**src/rtl/rx_deser_if.sv**
```systemverilog
// Byte-in / word-out bus of rx_deser: UART byte strobe, flush, and the
// valid/ready word handshake plus status pulses.
interface rx_deser_if #(
  parameter int unsigned NBYTES = 16
);
  logic [7:0]                   din;
  logic                         rx_done;
  logic                         flush;
  logic [NBYTES*8-1:0]          dout;
  logic                         dout_valid;
  logic                         dout_ready;
  logic [$clog2(NBYTES+1)-1:0]  byte_cnt;
  logic                         overrun;
  logic                         timeout;

  modport slave (
    input  din, rx_done, flush, dout_ready,
    output dout, dout_valid, byte_cnt, overrun, timeout
  );

  modport master (
    output din, rx_done, flush, dout_ready,
    input  dout, dout_valid, byte_cnt, overrun, timeout
  );
endinterface

```
**src/rtl/rx_deser.sv**
```systemverilog
// rx_deser: packs NBYTES UART bytes into one word and offers it on valid/ready.
// Define RX_DESER_TIMEOUT_EN to discard partial words after TIMEOUT_CYC idle cycles.
module rx_deser #(
  parameter int unsigned NBYTES      = 16,
  parameter bit          MSB_FIRST   = 1'b1,
  parameter int unsigned TIMEOUT_CYC = 1_000_000
) (
  input  logic      clk,
  input  logic      reset,
  rx_deser_if.slave bus
);

  localparam int unsigned   W         = NBYTES * 8;
  localparam int unsigned   CW        = $clog2(NBYTES + 1);
  localparam logic [CW-1:0] LAST_SLOT = CW'(NBYTES - 1);

  if (NBYTES < 2) begin : g_bad_nbytes
    $error("rx_deser: NBYTES must be at least 2");
  end
  if (TIMEOUT_CYC < 1) begin : g_bad_timeout
    $error("rx_deser: TIMEOUT_CYC must be at least 1");
  end

  typedef enum logic [1:0] {
    S_IDLE,
    S_FILL,
    S_HOLD
  } state_e;

  state_e        state_q, state_d;
  logic [W-1:0]  buf_q, buf_d;
  logic [W-1:0]  dout_q, dout_d;
  logic [CW-1:0] cnt_q, cnt_d;
  logic          overrun_q, overrun_d;
  logic          timeout_d;

`ifdef RX_DESER_TIMEOUT_EN
  localparam int unsigned   TW         = $clog2(TIMEOUT_CYC + 1);
  localparam logic [TW-1:0] TIMER_LAST = TW'(TIMEOUT_CYC - 1);

  logic [TW-1:0] timer_q, timer_d;
  logic          timeout_q;
`endif

  // Returns w with byte b written into slot `slot`, honouring the byte order.
  function automatic logic [W-1:0] place(input logic [W-1:0]  w,
                                         input logic [CW-1:0] slot,
                                         input logic [7:0]    b);
    logic [W-1:0] r;
    r = w;
    for (int k = 0; k < int'(NBYTES); k++) begin
      if (slot == CW'(k)) begin
        if (MSB_FIRST) r[(int'(NBYTES) - 1 - k) * 8 +: 8] = b;
        else           r[k * 8 +: 8] = b;
      end
    end
    return r;
  endfunction

  // NOTE: every output of this block gets a default before any branch, so no
  // path leaves a variable unassigned and no latch can be inferred.
  always_comb begin
    state_d   = state_q;
    buf_d     = buf_q;
    dout_d    = dout_q;
    cnt_d     = cnt_q;
    overrun_d = 1'b0;
    timeout_d = 1'b0;
`ifdef RX_DESER_TIMEOUT_EN
    timer_d   = '0;
`endif

    if (bus.flush) begin
      state_d = S_IDLE;
      cnt_d   = '0;
    end else begin
      unique case (state_q)
        S_IDLE: begin
          if (bus.rx_done) begin
            buf_d   = place(buf_q, '0, bus.din);
            cnt_d   = CW'(1);
            state_d = S_FILL;
          end
        end

        S_FILL: begin
          if (bus.rx_done) begin
            if (cnt_q == LAST_SLOT) begin
              dout_d  = place(buf_q, cnt_q, bus.din);
              cnt_d   = '0;
              state_d = S_HOLD;
            end else begin
              buf_d = place(buf_q, cnt_q, bus.din);
              cnt_d = cnt_q + CW'(1);
            end
          end
`ifdef RX_DESER_TIMEOUT_EN
          // A strobe in the expiry cycle is handled above and wins.
          else if (timer_q == TIMER_LAST) begin
            state_d   = S_IDLE;
            cnt_d     = '0;
            timeout_d = 1'b1;
          end else begin
            timer_d = timer_q + TW'(1);
          end
`endif
        end

        S_HOLD: begin
          if (bus.dout_ready) begin
            if (bus.rx_done) begin
              buf_d   = place(buf_q, '0, bus.din);
              cnt_d   = CW'(1);
              state_d = S_FILL;
            end else begin
              state_d = S_IDLE;
            end
          end else if (bus.rx_done) begin
            overrun_d = 1'b1;
          end
        end

        default: begin
          state_d = S_IDLE;
          cnt_d   = '0;
        end
      endcase
    end
  end

  // NOTE: state registers use non-blocking assignments so every flop samples
  // the pre-edge values regardless of process ordering.
  always_ff @(posedge clk or posedge reset) begin
    if (reset) begin
      state_q   <= S_IDLE;
      buf_q     <= '0;
      dout_q    <= '0;
      cnt_q     <= '0;
      overrun_q <= 1'b0;
    end else begin
      state_q   <= state_d;
      buf_q     <= buf_d;
      dout_q    <= dout_d;
      cnt_q     <= cnt_d;
      overrun_q <= overrun_d;
    end
  end

`ifdef RX_DESER_TIMEOUT_EN
  always_ff @(posedge clk or posedge reset) begin
    if (reset) begin
      timer_q   <= '0;
      timeout_q <= 1'b0;
    end else begin
      timer_q   <= timer_d;
      timeout_q <= timeout_d;
    end
  end

  assign bus.timeout = timeout_q;
`else
  assign bus.timeout = 1'b0;
`endif

  assign bus.dout       = dout_q;
  assign bus.dout_valid = (state_q == S_HOLD);
  assign bus.byte_cnt   = cnt_q;
  assign bus.overrun    = overrun_q;

endmodule

```
**src/flat_wrapper.sv**
```systemverilog
// flat-port wrapper written by rule: the top's interface ports become plain ports
module rx_deser_flat 
#(
  parameter int unsigned NBYTES      = 16,
  parameter bit          MSB_FIRST   = 1'b1,
  parameter int unsigned TIMEOUT_CYC = 1_000_000
)
  (clk, reset, bus_din, bus_rx_done, bus_flush, bus_dout_ready, bus_dout, bus_dout_valid, bus_byte_cnt, bus_overrun, bus_timeout);
  rx_deser_if #(.NBYTES(NBYTES)) bus_i ();
  input  logic clk;
  input  logic reset;
  input wire logic [$bits(bus_i.din)-1:0] bus_din;
  input wire logic [$bits(bus_i.rx_done)-1:0] bus_rx_done;
  input wire logic [$bits(bus_i.flush)-1:0] bus_flush;
  input wire logic [$bits(bus_i.dout_ready)-1:0] bus_dout_ready;
  output wire logic [$bits(bus_i.dout)-1:0] bus_dout;
  output wire logic [$bits(bus_i.dout_valid)-1:0] bus_dout_valid;
  output wire logic [$bits(bus_i.byte_cnt)-1:0] bus_byte_cnt;
  output wire logic [$bits(bus_i.overrun)-1:0] bus_overrun;
  output wire logic [$bits(bus_i.timeout)-1:0] bus_timeout;
  assign bus_i.din = bus_din;
  assign bus_i.rx_done = bus_rx_done;
  assign bus_i.flush = bus_flush;
  assign bus_i.dout_ready = bus_dout_ready;
  assign bus_dout = bus_i.dout;
  assign bus_dout_valid = bus_i.dout_valid;
  assign bus_byte_cnt = bus_i.byte_cnt;
  assign bus_overrun = bus_i.overrun;
  assign bus_timeout = bus_i.timeout;
  rx_deser #(.NBYTES(NBYTES), .MSB_FIRST(MSB_FIRST), .TIMEOUT_CYC(TIMEOUT_CYC)) u_core (.clk(clk), .reset(reset), .bus(bus_i));
endmodule
```
**config.mk**
```make
export PLATFORM = sky130hd
export DESIGN_NAME = rx_deser_flat
export DESIGN_NICKNAME = d
export VERILOG_FILES = /design/src/rtl/rx_deser_if.sv /design/src/rtl/rx_deser.sv /design/src/flat_wrapper.sv
export SDC_FILE = /design/constraint.sdc
export NUM_CORES = 1
export LEC_CHECK = 0
export ABC_AREA = 1
export ABC_CLOCK_PERIOD_IN_PS = 10100
export BUFFER_PORTS_ARGS = -buffer_cell sky130_fd_sc_hd__buf_2
export CAP_MARGIN = 20
export CORE_MARGIN = 4
export CORE_UTILIZATION = 43
export CTS_CLUSTER_DIAMETER = 60
export DETAILED_ROUTE_END_ITERATION = 6
export PLACE_DENSITY_LB_ADDON = 0.08
export SKIP_CTS_REPAIR_TIMING = 1
export SYNTH_ARGS = -nofsm -noshare
export SYNTH_HDL_FRONTEND = slang
export SYNTH_SLANG_ARGS = --single-unit
```
**constraint.sdc**
```tcl
create_clock -name clk -period 10.1 [get_ports clk]
set_input_delay 0 -clock clk [delete_from_list [all_inputs] [get_ports clk]]
set_output_delay 0 -clock clk [all_outputs]
set_load 0.03 [all_outputs]
```
==> impl_metrics.tcl, run 1 <==
set metrics [dict create \
    critPathMostFrequentCell "nand2_1" \
    drive_above_1_share_pct 13.8 \
    worst_setup_path_start_kind "register" \
    reg2reg_slack_ps 7330 \
    critPathTopFamily "simple AND/OR/NAND/NOR gates" \
    die_x_um 172 \
    start_util_pct 44.0 \
    holdCritPathClass "primary input to async pin" \
    worst_ep_required_time_ps 10510 \
    reg2reg_depth 9 \
    final_antenna_net_count 0 \
    fin_skew_ps 9.17 \
    leakagePower_nw 7.61 \
    place.port_buffers 147 \
    synth_top_area_share_pct 55.4 \
    setup_violations 0 \
    row_count 59 \
    fmax_mhz 361 \
    clock_sinks 256 \
    grt_pass1_vias 9248 \
    area_growth_pct 16.2 \
    synthFlopType "dfrtp_1" \
    grt_max_degree 138 \
    r2r_end "u_core.buf_q[43]" \
    finalSetupTns_ps 0 \
    num_vias 9814 \
    placed_area_um2 12300 \
    synth_edf_count 0 \
    setup_ws_ps 7330 \
    slew_violations 0 \
    root_buffer "clkbuf_16" \
    cts_tree "done" \
    grt_usage_pct 20.9 \
    antenna_cells 0 \
    final_net_count 1592 \
    final_cell_area_um2 13400 \
    ir_worst_vdd_uv 93.3 \
    finalCritPeriodShare_pct 27.4 \
    worst-path-buf-inv 3 \
    place_congestion 0.844 \
    finalHoldViolations 0 \
    tightest_slew_ps 1120 \
    pin_count 149 \
    yosysMostFrequentCell "nand2_1" \
    wl_per_cell_um 16.2 \
    dr.pass1.iters 5 \
    total_power_mw 2.45 \
    path_clk_slew_ps 60 \
    syn_inst 1467 \
    coreArea_um2 26300 \
    synth-seq-area-share_pct 55.4 \
    drc 0 \
    antenna_found_initial 0 \
    ys_warn_count 0 \
    pre_cts_ws_ps 7270 \
    path_class "register to register" \
    critPathSlowestCell "dfrtp_1" \
    clk_latency_ps 540 \
    vias_per_cell 5.09 \
    cp.arrival_ps 3180 \
    synth.avg_cell_area_um2 7.88 \
    synth_commonest_cells "779 x nand2_1, 256 x dfrtp_1, 237 x o21ai_0" \
    slowest_delay_ps 520 \
    dp_hpwl_um 18100 \
    rr_startpoint "u_core.state_q[0]" \
    htreeDepth 1 \
    synth_area_leaders "dfrtp_1 55%, nand2_1 25%, o21ai_0 10%" \
    dp_cells 1865 \
    grt_pass1_wl_um 50400 \
    status "completed" \
    slew_headroom_pct 25.4 \
    clock_path_buffers 3 \
    grt_setup_unrepaired "false" \
    maxCapViolations 0 \
    gr-total-overflow 0 \
    cp-end-kind "register" \
    ys_types 25 \
    finalNonFillerCells 1929 \
    drt_iter0_markers 876 \
    synth.net_count 1484 \
    die-area_um2 29600 \
    p_per_area_nw_per_um2 182 \
    path_max_fanout 62 \
    ys_ff_latch 256 \
    dieHeight_um 172 \
    wirelength_um 31300 \
    syn-cell-area_um2 11600 \
    crit_chain "inv_2, nor2_2, nand2_2, nand2_4, buf_12, nor2_4, buf_4, nand2_1, nand2_1" \
    async_reset_ff_share_pct 100 \
    cts_buffers 28 \
    period_needed_ps 2770 \
    yosysTopAreaCell "dfrtp_1" \
]
per-stage QoR:
step,hold WS (ps),utilization [%]
floorplan,162,-
global placement,318,46.7
detailed placement,304,46.8
CTS,-267,50.4
global route,347,51.1
finish,233,51.1
final cells by class:
cell class | instances | area (µm²)
fillers | 2599 | 12800
clock buffers | 39 | 823
flip-flops and latches | 256 | 6410
clock inverters | 10 | 134
repair buffers | 169 | 986
well taps | 335 | 419
multi-input cells | 1084 | 4520
inverters | 36 | 145
per-layer routing:
| metal | track usage, % | routed length [µm] |
|---|---|---|
| met5 | 0 | 0 |
| met4 | 4.37 | 450 |
| met3 | 2.90 | 1820 |
| met2 | 32.1 | 13900 |
| met1 | 31.9 | 15000 |
worst max path at each step:
stage                            from                    to  slack, ps  cells past startpoint
2_1_floorplan                   reset     u_core.buf_q[100]       3060                      1
4_1_cts        u_core.bus.byte_cnt[1]  u_core.bus.dout[101]       7250                      7
3_5_place_dp   u_core.bus.byte_cnt[1]   u_core.bus.dout[68]       7270                      7
5_1_grt        u_core.bus.byte_cnt[0]      u_core.buf_q[60]       7080                      8
3_3_place_gp        u_core.state_q[0]      u_core.buf_q[53]       7310                      8
6_report            u_core.state_q[0]      u_core.buf_q[43]       7330                      9
worst reg2reg max path: cells and delay by family (launching register included):
kind / cells / cell delay [ps]
buf+inv: 3 / 730
simple gates: 6 / 1420
flops: 1 / 520
registers in the layout (all words and copies together) (netlist names):
signal / count
u_core.bus.dout: 128
u_core.buf_q: 120
u_core.bus.byte_cnt: 5
u_core.state_q: 2
u_core.bus.overrun: 1
report_power, final:
| part | total (mW) | internal [mW] | switching (mW) | leakage [nW] |
|---|---|---|---|---|
| Sequential | 1.11 | 1.08 | 0.0307 | 3.55 |
| Clock | 1.06 | 0.642 | 0.417 | 0.468 |
| Combinational | 0.273 | 0.0702 | 0.203 | 3.59 |
| Total | 2.45 | 1.80 | 0.651 | 7.61 |
cells by family (layout without fill, tap and decap cells):
kind of cell	after synthesis	in the layout	share of synthesized area (%)
adders and majority gates	4	4	0.433
other	1	1	0.0324
buffers and inverters	127	254	5.60
DFF	256	256	55.4
and+or+nand+nor	831	831	27.7
AOI/OAI and AO/OA	248	248	10.8
cell usage in the layout, fill, tap and decap left out, types with 3 or more instances in the layout:
cell type / count
buf_2: 147
buf_4: 6
bufinv_16: 3
clkbuf_1: 4
clkbuf_16: 29
clkbuf_8: 6
clkinv_2: 4
dfrtp_1: 256
dlygate4sd3_1: 13
ha_1: 4
inv_1: 31
inv_2: 3
nand2_1: 779
nand2_2: 3
nand2_4: 3
nand3_1: 22
nor2_1: 13
nor2_2: 5
o21ai_0: 237
o21ai_1: 8
Power figures use the tool's default switching activity.
==> run 2: changes to the inputs <==
ABC_CLOCK_PERIOD_IN_PS = 2200   (was 10100)
clock period = 2.2 ns   (was 10.1 ns; I/O delays follow)
==> impl_metrics.tcl, run 2 (synthesized netlist as in run 1, its figures left out) <==
set metrics [dict create \
    status "completed" \
    start_util_pct 44.0 \
    grt_pass1_wl_um 52600 \
    grt.met3_usage_pct 2.86 \
    cp.arrival_ps 2500 \
    largest_reg_flops 128 \
    gr-total-overflow 0 \
    pin_count 149 \
    finalNonFillerCells 1957 \
    busiest_layer "met2" \
    coreArea_um2 26300 \
    leakagePower_nw 7.72 \
    path_max_fanout 70 \
    whs_ps 320 \
    row_count 59 \
    dieHeight_um 172 \
    place_congestion 0.868 \
    final_net_count 1617 \
    drt_iter0_markers 937 \
    die-area_um2 29600 \
    p_per_area_nw_per_um2 817 \
    grt_pass1_vias 9531 \
    path_class "register to register" \
    grtUsageMet1_pct 33.6 \
    num_vias 9926 \
    dp_hpwl_um 19600 \
    clock_sinks 256 \
    finalHoldViolations 0 \
    cts_buffers 29 \
    placed_area_um2 12600 \
    holdCritPathClass "primary input to register" \
    worst_setup_path_start_kind "register" \
    final_cell_area_um2 13700 \
    grt_max_degree 96 \
    dp_cells 1891 \
    root_buffer "clkbuf_16" \
    vias_per_cell 5.07 \
    finalCritPeriodShare_pct 92.6 \
    cp-end-kind "register" \
    setup_violations 0 \
    period_needed_ps 2040 \
    antenna_found_initial 0 \
    path_clk_slew_ps 60 \
    final_antenna_net_count 0 \
    tightest_slew_ps 788 \
    slew_violations 0 \
    total_power_mw 11.2 \
    wirelength_um 32500 \
    drive_above_1_share_pct 15.2 \
    worst_ep_required_time_ps 2670 \
    fin_skew_ps 12.4 \
    place.port_buffers 147 \
    drc 0 \
    dr.pass1.iters 5 \
    ir_worst_vdd_uv 575 \
    wl_per_cell_um 16.6 \
    antenna_cells 0 \
    power_frac_clock_pct 42.2 \
    slew_headroom_pct 47.4 \
    use_met2_pct 33.7 \
    cts_tree "done" \
    internal_power_mw 8.18 \
    die_x_um 172 \
    p_sw_share_pct 26.8 \
    seqPwrFrac_pct 45.8 \
    final_common_cell "nand2_1" \
    grt_usage_pct 22.0 \
    final_cell_mix "773 x nand2_1, 256 x dfrtp_1, 235 x o21ai_0" \
    maxCapViolations 0 \
    pwr-share-comb_pct 12.0 \
    clock_path_buffers 3 \
    switchingPower_mw 2.99 \
    finalSetupTns_ps 0 \
    clk_latency_ps 540 \
    htreeDepth 1 \
    fmax_mhz 491 \
    area_growth_pct 18.3 \
]
run 2: cell count changes in the layout (fill, tap and decap cells not counted), sizes merged:
cell and delta:
buf +24, bufinv -1, clkbuf +8, clkinv -2
clkinvlp -1
run 2: path summary, 6_finish.rpt:
kind	start	to	slack [ps]	cells after the start
worst max register to register	u_core.bus.byte_cnt[1]	u_core.buf_q[31]	160	9
min in group asynchronous	reset	u_core.bus.dout[44]	510	4
worst max-delay path	u_core.bus.byte_cnt[1]	u_core.buf_q[31]	160	9
worst min-delay path	bus_din[7]	u_core.buf_q[127]	320	6
worst min register to register	u_core.bus.dout[83]	u_core.bus.dout[83]	470	2
max in group asynchronous	reset	u_core.bus.dout[5]	920	5
run 2: layout make-up:
class | instances | area, µm²
fill | 2580 | 12600
multi-input combinational | 1084 | 4540
tap | 335 | 419
clock inverter | 6 | 87.6
inverter | 36 | 141
timing repair buffer | 193 | 1240
sequential | 256 | 6410
clock buffer | 47 | 833
run 2: worst max-delay path: stages, from the launching register on:
cell,delay (ps)
dfrtp_1,450
ha_1,250
inv_1,120
nor2_2,80
nand2_1,130
nand2_4,190
nor2_4,210
buf_12,330
nand2_1,90
nand2_1,80
run 2: layer usage:
metal / vias up / share of wire [%]
met4: 0 / 2.2
met5: - / 0
li1: 4883 / -
met1: 4729 / 49
met3: 50 / 4.9
met2: 264 / 44
run 2: stage by stage:
step / setup WS [ps] / utilization, %
final: 162 / 52.0
after global routing: -7.47 / 52.0
after CTS: -46.7 / 51.4
after detailed placement: -33.6 / 47.9
after global placement: 0.248 / 47.9
after floorplan: -1170 / -
run 2: power groups by stage:
| stage | registers, mW | clock network (mW) | logic (mW) |
|---|---|---|---|
| 3_3_place_gp | 5.19 | 0 | 1.30 |
| 2_1_floorplan | 5.17 | 0 | 0.957 |
| 4_1_cts | 5.12 | 4.84 | 1.32 |
| 5_1_grt | 5.15 | 5.04 | 1.53 |
| 6_report | 5.12 | 4.72 | 1.34 |
| 3_5_place_dp | 5.20 | 0 | 1.31 |
==> run 3: changes to the inputs <==
ABC_CLOCK_PERIOD_IN_PS = 2600   (was 2200)
BUFFER_PORTS_ARGS = -buffer_cell sky130_fd_sc_hd__clkbuf_2   (was -buffer_cell sky130_fd_sc_hd__buf_2)
clock period = 2.6 ns   (was 2.2 ns; I/O delays follow)
==> impl_metrics.tcl, run 3 (synthesized netlist as in run 1, its figures left out) <==
set metrics [dict create \
    area_growth_pct 16.8 \
    path_clk_slew_ps 60 \
    pin_count 149 \
    pre_cts_ws_ps 361 \
    leakagePower_nw 7.52 \
    num_vias 9788 \
    grt_pass1_wl_um 51900 \
    finalHoldViolations 0 \
    wirelength_um 32000 \
    wl_per_cell_um 16.5 \
    dr.pass1.iters 5 \
    cp-end-kind "register" \
    vias_per_cell 5.04 \
    coreArea_um2 26300 \
    maxCapViolations 0 \
    die-area_um2 29600 \
    cts_tree "done" \
    drc 0 \
    setup_ws_ps 391 \
    fin_skew_ps 14.8 \
    holdCritPathClass "primary input to async pin" \
    critPathMostFrequentCell "nand2_1" \
    period_needed_ps 2210 \
    grt_setup_unrepaired "false" \
    seq_area_um2 6410 \
    path_max_fanout 16 \
    slew_headroom_pct 36.8 \
    total_power_mw 9.34 \
    dieHeight_um 172 \
    place_congestion 0.837 \
    grt_max_degree 146 \
    fillers 2583 \
    largest_reg_flops 128 \
    place.port_buffers 147 \
    final_antenna_net_count 0 \
    cts_buffers 28 \
    worst_setup_path_start_kind "register" \
    path_class "register to register" \
    htreeDepth 1 \
    slowest_delay_ps 460 \
    clock_sinks 256 \
    setup_violations 0 \
    slew_violations 0 \
    final_net_count 1604 \
    p_per_area_nw_per_um2 692 \
    finalCritPeriodShare_pct 84.9 \
    worst_ep_required_time_ps 3080 \
    final_common_cell "nand2_1" \
    crit_chain "inv_1, ha_1, inv_1, nor2_1, nand2_1, o21ai_0, nand2_1, nand2_1" \
    ir_worst_vdd_uv 393 \
    root_buffer "clkbuf_16" \
    multi_input_area_um2 4520 \
    start_util_pct 44.0 \
    dp_hpwl_um 18600 \
    fmax_mhz 453 \
    grt_pass1_vias 9431 \
    status "completed" \
    final_cell_mix "779 x nand2_1, 256 x dfrtp_1, 237 x o21ai_0" \
    critPathSlowestCell "nand2_1" \
    row_count 59 \
    grt_usage_pct 21.8 \
    tightest_slew_ps 947 \
    clk_latency_ps 540 \
    drt_iter0_markers 851 \
    cp.arrival_ps 2680 \
    die_x_um 172 \
    antenna_found_initial 0 \
    clock_path_buffers 3 \
    whs_ps 68.4 \
    drive_above_1_share_pct 14.3 \
    gr-total-overflow 0 \
]
-- run 3: path summary, 6_finish.rpt --
kind | startpoint | end | slack, ps | depth (start not counted)
worst min-delay path | reset | u_core.bus.dout[43] | 70 | 3
worst max-delay path | u_core.bus.byte_cnt[1] | u_core.bus.dout[50] | 390 | 8
min in group clk | bus_din[7] | u_core.buf_q[127] | 340 | 6
max in group asynchronous | reset | u_core.bus.dout[5] | 1590 | 4
worst max register to register | u_core.bus.byte_cnt[1] | u_core.bus.dout[50] | 390 | 8
worst min register to register | u_core.bus.dout[106] | u_core.bus.dout[106] | 480 | 2
-- run 3: final cells by class --
class | instances | area share (%)
antenna | 1 | 0.0185
sequential | 256 | 47.4
multi-input combinational | 1084 | 33.5
inverter | 36 | 1.05
timing repair buffer | 181 | 8.23
clock inverter | 7 | 0.463
clock buffer | 43 | 6.21
tap | 335 | 3.10
-- run 3: per-layer routing --
metal	track usage [%]	share of wire, %	vias to the layer above	wire [µm]
met5	0	0	-	0
met4	4.48	1.3	0	424
met3	3.04	5.0	32	1600
met2	34.0	45	239	14400
met1	32.8	49	4649	15600
li1	-	-	4868	-
-- run 3: report_power, final --
group / total [mW] / switching, mW / internal, mW
Sequential: 4.33 / 0.118 / 4.21
Clock: 3.91 / 1.61 / 2.30
Combinational: 1.10 / 0.795 / 0.305
-- run 3: worst max-delay path, delay by kind of cell (launching register included) --
kind / cells / cell delay (ps)
AND/OR/NAND/NOR: 4 / 1000
flip-flops: 1 / 430
adder cells (fa/ha/maj): 1 / 150
AO/OA/AOI/OAI: 1 / 410
buffers and inverters: 2 / 160
-- run 3: stage by stage --
stage                     setup TNS, ps  std cells  instance area (µm²)  util (%)
after global routing                  0       1942                13500      51.4
after floorplan                 -197540       1467                11600         -
after detailed placement              0       1879                12500      47.5
after CTS                             0       1929                13400      50.9
after global placement                0       1879                12500      47.5
final                                 0       1943                13500      51.4
